File: src/rtl/circle_pkg.sv
// circle_pkg: shared types and widths for the circle point sequencer.
package circle_pkg;
  typedef enum logic [2:0] {IDLE, EMIT, CALC, STEP, FIN} state_t;
  typedef enum logic [1:0] {Q_PP, Q_PN, Q_NN, Q_NP} quad_t;
  typedef enum logic [1:0] {SEL_D1, SEL_D2, SEL_D3} sel_t;
  function automatic int err_w(input int w);
    return 2 * w + 2;
  endfunction
endpackage

File: src/rtl/circle_cand_err.sv
// circle_cand_err: three clockwise candidate points and their signed radial errors.
module circle_cand_err
  import circle_pkg::*;
#(
  parameter int W = 16
) (
  input  logic signed [W-1:0]         x,
  input  logic signed [W-1:0]         y,
  input  logic signed [err_w(W)-1:0]  rsq,
  output logic signed [W-1:0]         c1x,
  output logic signed [W-1:0]         c1y,
  output logic signed [W-1:0]         c2x,
  output logic signed [W-1:0]         c2y,
  output logic signed [W-1:0]         c3x,
  output logic signed [W-1:0]         c3y,
  output logic signed [err_w(W)-1:0]  d1,
  output logic signed [err_w(W)-1:0]  d2,
  output logic signed [err_w(W)-1:0]  d3
);
  localparam int EW = err_w(W);
  quad_t q;
  logic signed [W:0] xe, ye, sx, sy, xs, ys;
  function automatic logic signed [EW-1:0] sq(input logic signed [W:0] v);
    return EW'(v) * EW'(v);
  endfunction
  // errors use W+1-bit candidates so x+-1 at the radius limit cannot wrap
  always_comb begin
    q = x[W-1] ? (y[W-1] ? Q_NN : Q_NP) : (y[W-1] ? Q_PN : Q_PP);
    sx = (q == Q_PP || q == Q_NP) ? (W+1)'(1) : '1;
    sy = (q == Q_PP || q == Q_PN) ? '1 : (W+1)'(1);
    xe = (W+1)'(x);
    ye = (W+1)'(y);
    xs = xe + sx;
    ys = ye + sy;
    d1 = sq(xs) + sq(ye) - rsq;
    d2 = sq(xs) + sq(ys) - rsq;
    d3 = sq(xe) + sq(ys) - rsq;
    c1x = W'(xs);
    c1y = y;
    c2x = W'(xs);
    c2y = W'(ys);
    c3x = x;
    c3y = W'(ys);
  end
endmodule

File: src/rtl/circle_point_seq.sv
// circle_point_seq: clockwise discrete circle walker streaming (x,y) points.
// Define CIRCLE_CENTER_OFFSET_EN to add latched cx/cy centre offsets to the outputs.
module circle_point_seq
  import circle_pkg::*;
#(
  parameter int W         = 16,
  parameter int MAX_STEPS = 65535
) (
  input  logic                mclock,
  input  logic                reset,
  input  logic                start,
  input  logic [W-2:0]        r,
  output logic                busy,
  output logic                pt_valid,
  input  logic                pt_ready,
  output logic signed [W-1:0] pt_x,
  output logic signed [W-1:0] pt_y,
  output logic                done,
  output logic                abort
`ifdef CIRCLE_CENTER_OFFSET_EN
  ,
  input  logic signed [W-1:0] cx,
  input  logic signed [W-1:0] cy
`endif
);
  localparam int EW = err_w(W);
  localparam int CW = $clog2(MAX_STEPS + 1);
  state_t state, nxt;
  sel_t sel;
  logic signed [W-1:0] x, y, nx, ny, c1x, c1y, c2x, c2y, c3x, c3y;
  logic [W-2:0] rad;
  logic signed [EW-1:0] rsq, d1, d2, d3, d1q, d2q, d3q, a1, a2, a3;
  logic [CW-1:0] cnt;
  logic abt, hs, last, at_start;

  circle_cand_err #(.W(W)) u_cand (
    .x(x), .y(y), .rsq(rsq),
    .c1x(c1x), .c1y(c1y), .c2x(c2x), .c2y(c2y), .c3x(c3x), .c3y(c3y),
    .d1(d1), .d2(d2), .d3(d3)
  );

  always_ff @(posedge mclock or posedge reset)
    if (reset) state <= IDLE;
    else state <= nxt;

  always_comb begin
    nxt = state;
    case (state)
      IDLE:    nxt = start ? EMIT : IDLE;
      EMIT:    nxt = !pt_ready ? EMIT : (rad == '0 || last) ? FIN : CALC;
      CALC:    nxt = STEP;
      STEP:    nxt = at_start ? FIN : EMIT;
      default: nxt = IDLE;
    endcase
  end

  always_comb begin
    busy = state == EMIT || state == CALC || state == STEP;
    pt_valid = state == EMIT;
    done = state == FIN;
    abort = state == FIN && abt;
  end

  // d2 wins ties so diagonal moves are preferred, then d1, then d3
  always_comb begin
    a1 = d1q[EW-1] ? -d1q : d1q;
    a2 = d2q[EW-1] ? -d2q : d2q;
    a3 = d3q[EW-1] ? -d3q : d3q;
    sel = (a2 <= a1 && a2 <= a3) ? SEL_D2 : (a1 <= a3) ? SEL_D1 : SEL_D3;
    nx = sel == SEL_D1 ? c1x : sel == SEL_D2 ? c2x : c3x;
    ny = sel == SEL_D1 ? c1y : sel == SEL_D2 ? c2y : c3y;
    at_start = nx == '0 && ny == W'(rad);
    hs = state == EMIT && pt_ready;
    last = cnt + CW'(1) == CW'(MAX_STEPS);
  end

  always_ff @(posedge mclock or posedge reset)
    if (reset) begin
      x <= '0;
      y <= '0;
      rad <= '0;
      rsq <= '0;
      cnt <= '0;
      abt <= 1'b0;
      d1q <= '0;
      d2q <= '0;
      d3q <= '0;
    end else if (state == IDLE && start) begin
      rad <= r;
      rsq <= EW'(r) * EW'(r);
      x <= '0;
      y <= W'(r);
      cnt <= '0;
      abt <= 1'b0;
    end else if (hs) begin
      cnt <= cnt + CW'(1);
      abt <= rad != '0 && last;
    end else if (state == CALC) begin
      d1q <= d1;
      d2q <= d2;
      d3q <= d3;
    end else if (state == STEP) begin
      x <= nx;
      y <= ny;
    end

`ifdef CIRCLE_CENTER_OFFSET_EN
  logic signed [W-1:0] ox, oy;
  always_ff @(posedge mclock or posedge reset)
    if (reset) begin
      ox <= '0;
      oy <= '0;
    end else if (state == IDLE && start) begin
      ox <= cx;
      oy <= cy;
    end
  assign pt_x = x + ox;
  assign pt_y = y + oy;
`else
  assign pt_x = x;
  assign pt_y = y;
`endif
endmodule

File: config.mk
export PLATFORM = sky130hd
export DESIGN_NAME = circle_point_seq
export DESIGN_NICKNAME = d
export VERILOG_FILES = /design/src/rtl/circle_pkg.sv /design/src/rtl/circle_cand_err.sv /design/src/rtl/circle_point_seq.sv
export SDC_FILE = /design/constraint.sdc
export NUM_CORES = 2
export LEC_CHECK = 0
export BUFFER_PORTS_ARGS = -buffer_cell sky130_fd_sc_hd__buf_4
export CORE_MARGIN = 5
export CORE_UTILIZATION = 40
export DETAILED_ROUTE_END_ITERATION = 10
export HOLD_SLACK_MARGIN = 0.08
export PLACE_DENSITY = 0.62
export RECOVER_POWER = 50
export SLEW_MARGIN = 20
export SYNTH_ARGS = -nofsm -noshare
export SYNTH_HDL_FRONTEND = slang
export SYNTH_SLANG_ARGS = --single-unit
File: constraint.sdc
create_clock -name mclock -period 18 [get_ports mclock]
set_input_delay 5.4 -clock mclock [delete_from_list [all_inputs] [get_ports mclock]]
set_output_delay 5.4 -clock mclock [all_outputs]
set_load 0.01 [all_outputs]
==> out/results.tsv <==
metric	value	unit
status	finished with violations	
violations	max-capacitance violations, max-slew violations	
first_global_vias	49600	
cap_violations	9	
design.die.area	165000	µm²
path_max_fanout	23	
syn_inst	7057	
async_flop_share	100	%
hold_depth	2	
globalplace.congestion	0.936	
fin_tns_setup	0	ps
drtIter0Drc	3273	
antenna_cells	0	
tritoncts	yes	
worstSetupEndpointType	flip-flop	
top_level_ports	55	
clock_latency	540	ps
ys_seq_elements	197	
vias_per_cell	5.17	
yosys.cell_types.count	84	
fp.dieH	406	µm
cts-hold-fix-buffers	0	
timing.fmax	65.3	MHz
wl_per_cell	18.9	µm
fin_crit	15320	ps
timing.final.crit_share	85.1	%
dp_worst_setup_slack	4430	ps
maxSlewHeadroom	-163	%
core-area	156000	µm²
n_fill_cell	15400	
grt_start_max_net_pins	104	
hp-class	reg -> reg	
critPathLaunchType	flip-flop	
rsz0062_at_grt	false	
cts.sinks	197	
ant_nets	0	
vias	47000	
cp_top_family	adder cells	
required	18460	ps
critPathKind	reg -> reg	
crit_slowest_cell	clkbuf_1	
final_max_slew_viol_count	359	
port_buffers	54	
antenna_found_initial	2	
syn_area_per_cell	8.90	µm²
initial_core_util	40.2	%
clk_path_buf_depth	2	
drt_wl_total	172000	µm
crit_cells	43	
grt_first_pass_wirelength	276000	µm
final_util	42.4	%
max_stage_delay	1300	ps
die-width	406	µm
post_cts_buffers	0	
synthesis.nets	8977	
synth_area	62800	µm²
drive_gt1_share	2.77	%
cts_buffers	17	
rows	145	
clk_pin_slew	100	ps
seq_area_frac_synth	7.85	%
crit_top_cell	fa_1	
synth-main-ff-cell	dfrtp_1	
setup_viol	0	
htree_levels	4	
dp_hpwl	147000	µm
dr.pass1.iters	6	
grt.overflow.total	0	
tightest_slew	3930	ps
final_nets	8939	
cts_root_buf	clkbuf_16	
post_cts_resized	0	
drc_errors	0	
area_growth	5.41	%
crit_arrival	15780	ps
fin_worst_skew	19.1	ps
worst-path-buf-inv	7	
setup_slack	2680	ps
whs	479	ps
r2r.worst_path.cells	43	
track_usage	21.5	%
synth_edf_count	0	
yosys_warnings	0	
hold_viol_final	0	
[Yosys cell counts (33+ instances only)]
cell type	count	area, µm²
nor2b_1	33	206
o31ai_1	41	308
nand4_1	43	269
fa_1	1242	24900
xor2_1	160	1400
nor2_1	392	1470
o21ai_0	312	1560
and2_1	145	907
o21a_1	35	263
nor3_1	60	300
a21oi_1	219	1100
o21bai_1	36	270
clkbuf_1	166	623
nand3_1	80	400
nand2_1	679	2550
a21o_1	133	998
dfrtp_1	197	4930
xnor2_1	267	2340
inv_1	1709	6410
ha_1	659	8250
nand2b_1	51	319
[cell families after synthesis]
family / synth area share, %
compound gates: 9.76
mux: 0.287
simple gates: 11.9
fa+ha+maj: 52.7
buf+inv: 11.4
xor+xnor: 6.05
flops: 7.85
[worst reg2reg max path: cells and delay by family (launching register included)]
family	cells	cell delay (ps)
fa+ha+maj	11	4830
xor+xnor	5	2690
buf+inv	7	2260
compound gates	12	3140
flops	1	390
simple gates	8	1930
[cells in the final DEF (no fill, tap or decap), types with 27 or more instances in the layout]
master	count
fa_1	1242
ha_1	659
o21bai_1	36
nand3_1	80
dfrtp_1	197
o21a_1	35
nor2b_1	33
o21ai_0	312
nand2b_1	51
nand2_1	679
a21oi_1	219
nand4_1	43
xnor2_1	264
nor3_1	60
inv_1	1709
nor2_1	391
xor2_1	161
clkbuf_1	27
and2_1	145
o31ai_1	41
buf_4	99
a21o_1	133
[per-layer routing]
metal | share of wire (%) | global-route usage (%)
met5 | 0 | 0
met4 | 3.7 | 7.10
met3 | 5.7 | 2.80
met2 | 47 | 35.3
met1 | 44 | 29.5
[layout make-up]
class	instances	area [µm²]	area share, %
multi-input cells	4951	50700	76.6
inverters	1726	6480	9.80
flip-flops and latches	197	4930	7.45
well taps	2058	2570	3.89
repair buffers	126	845	1.28
clock buffers	17	425	0.643
clock inverters	15	218	0.329
[state kept, by name, summed over array words and instances (netlist names)]
name	cells
d2q	34
state	3
cnt	16
d3q	34
d1q	34
rsq	28
pt_x	16
rad	15
abt	1
pt_y	16
[per-stage QoR]
| step | std cells | instance area (µm²) |
|---|---|---|
| after floorplan | 7057 | 62800 |
| after global routing | 9090 | 66200 |
| after detailed placement | 9058 | 65600 |
| final | 9090 | 66200 |
| after CTS | 9090 | 66300 |
| after global placement | 9058 | 65600 |
[final timing paths]
path	startpoint	end	slack [ps]
setup / recovery	pt_x[15]	d2q[30]	2680
max in group asynchronous	reset	rsq[12]	7220
hold / removal	abt	abt	480
hold reg to reg	abt	abt	480
setup reg to reg	pt_x[15]	d2q[30]	2680
min in group asynchronous	reset	d3q[2]	6020
Power is left out: the tool's default activity adds up to more than one toggle a clock period on the data nets, which glitch-free logic cannot reach.
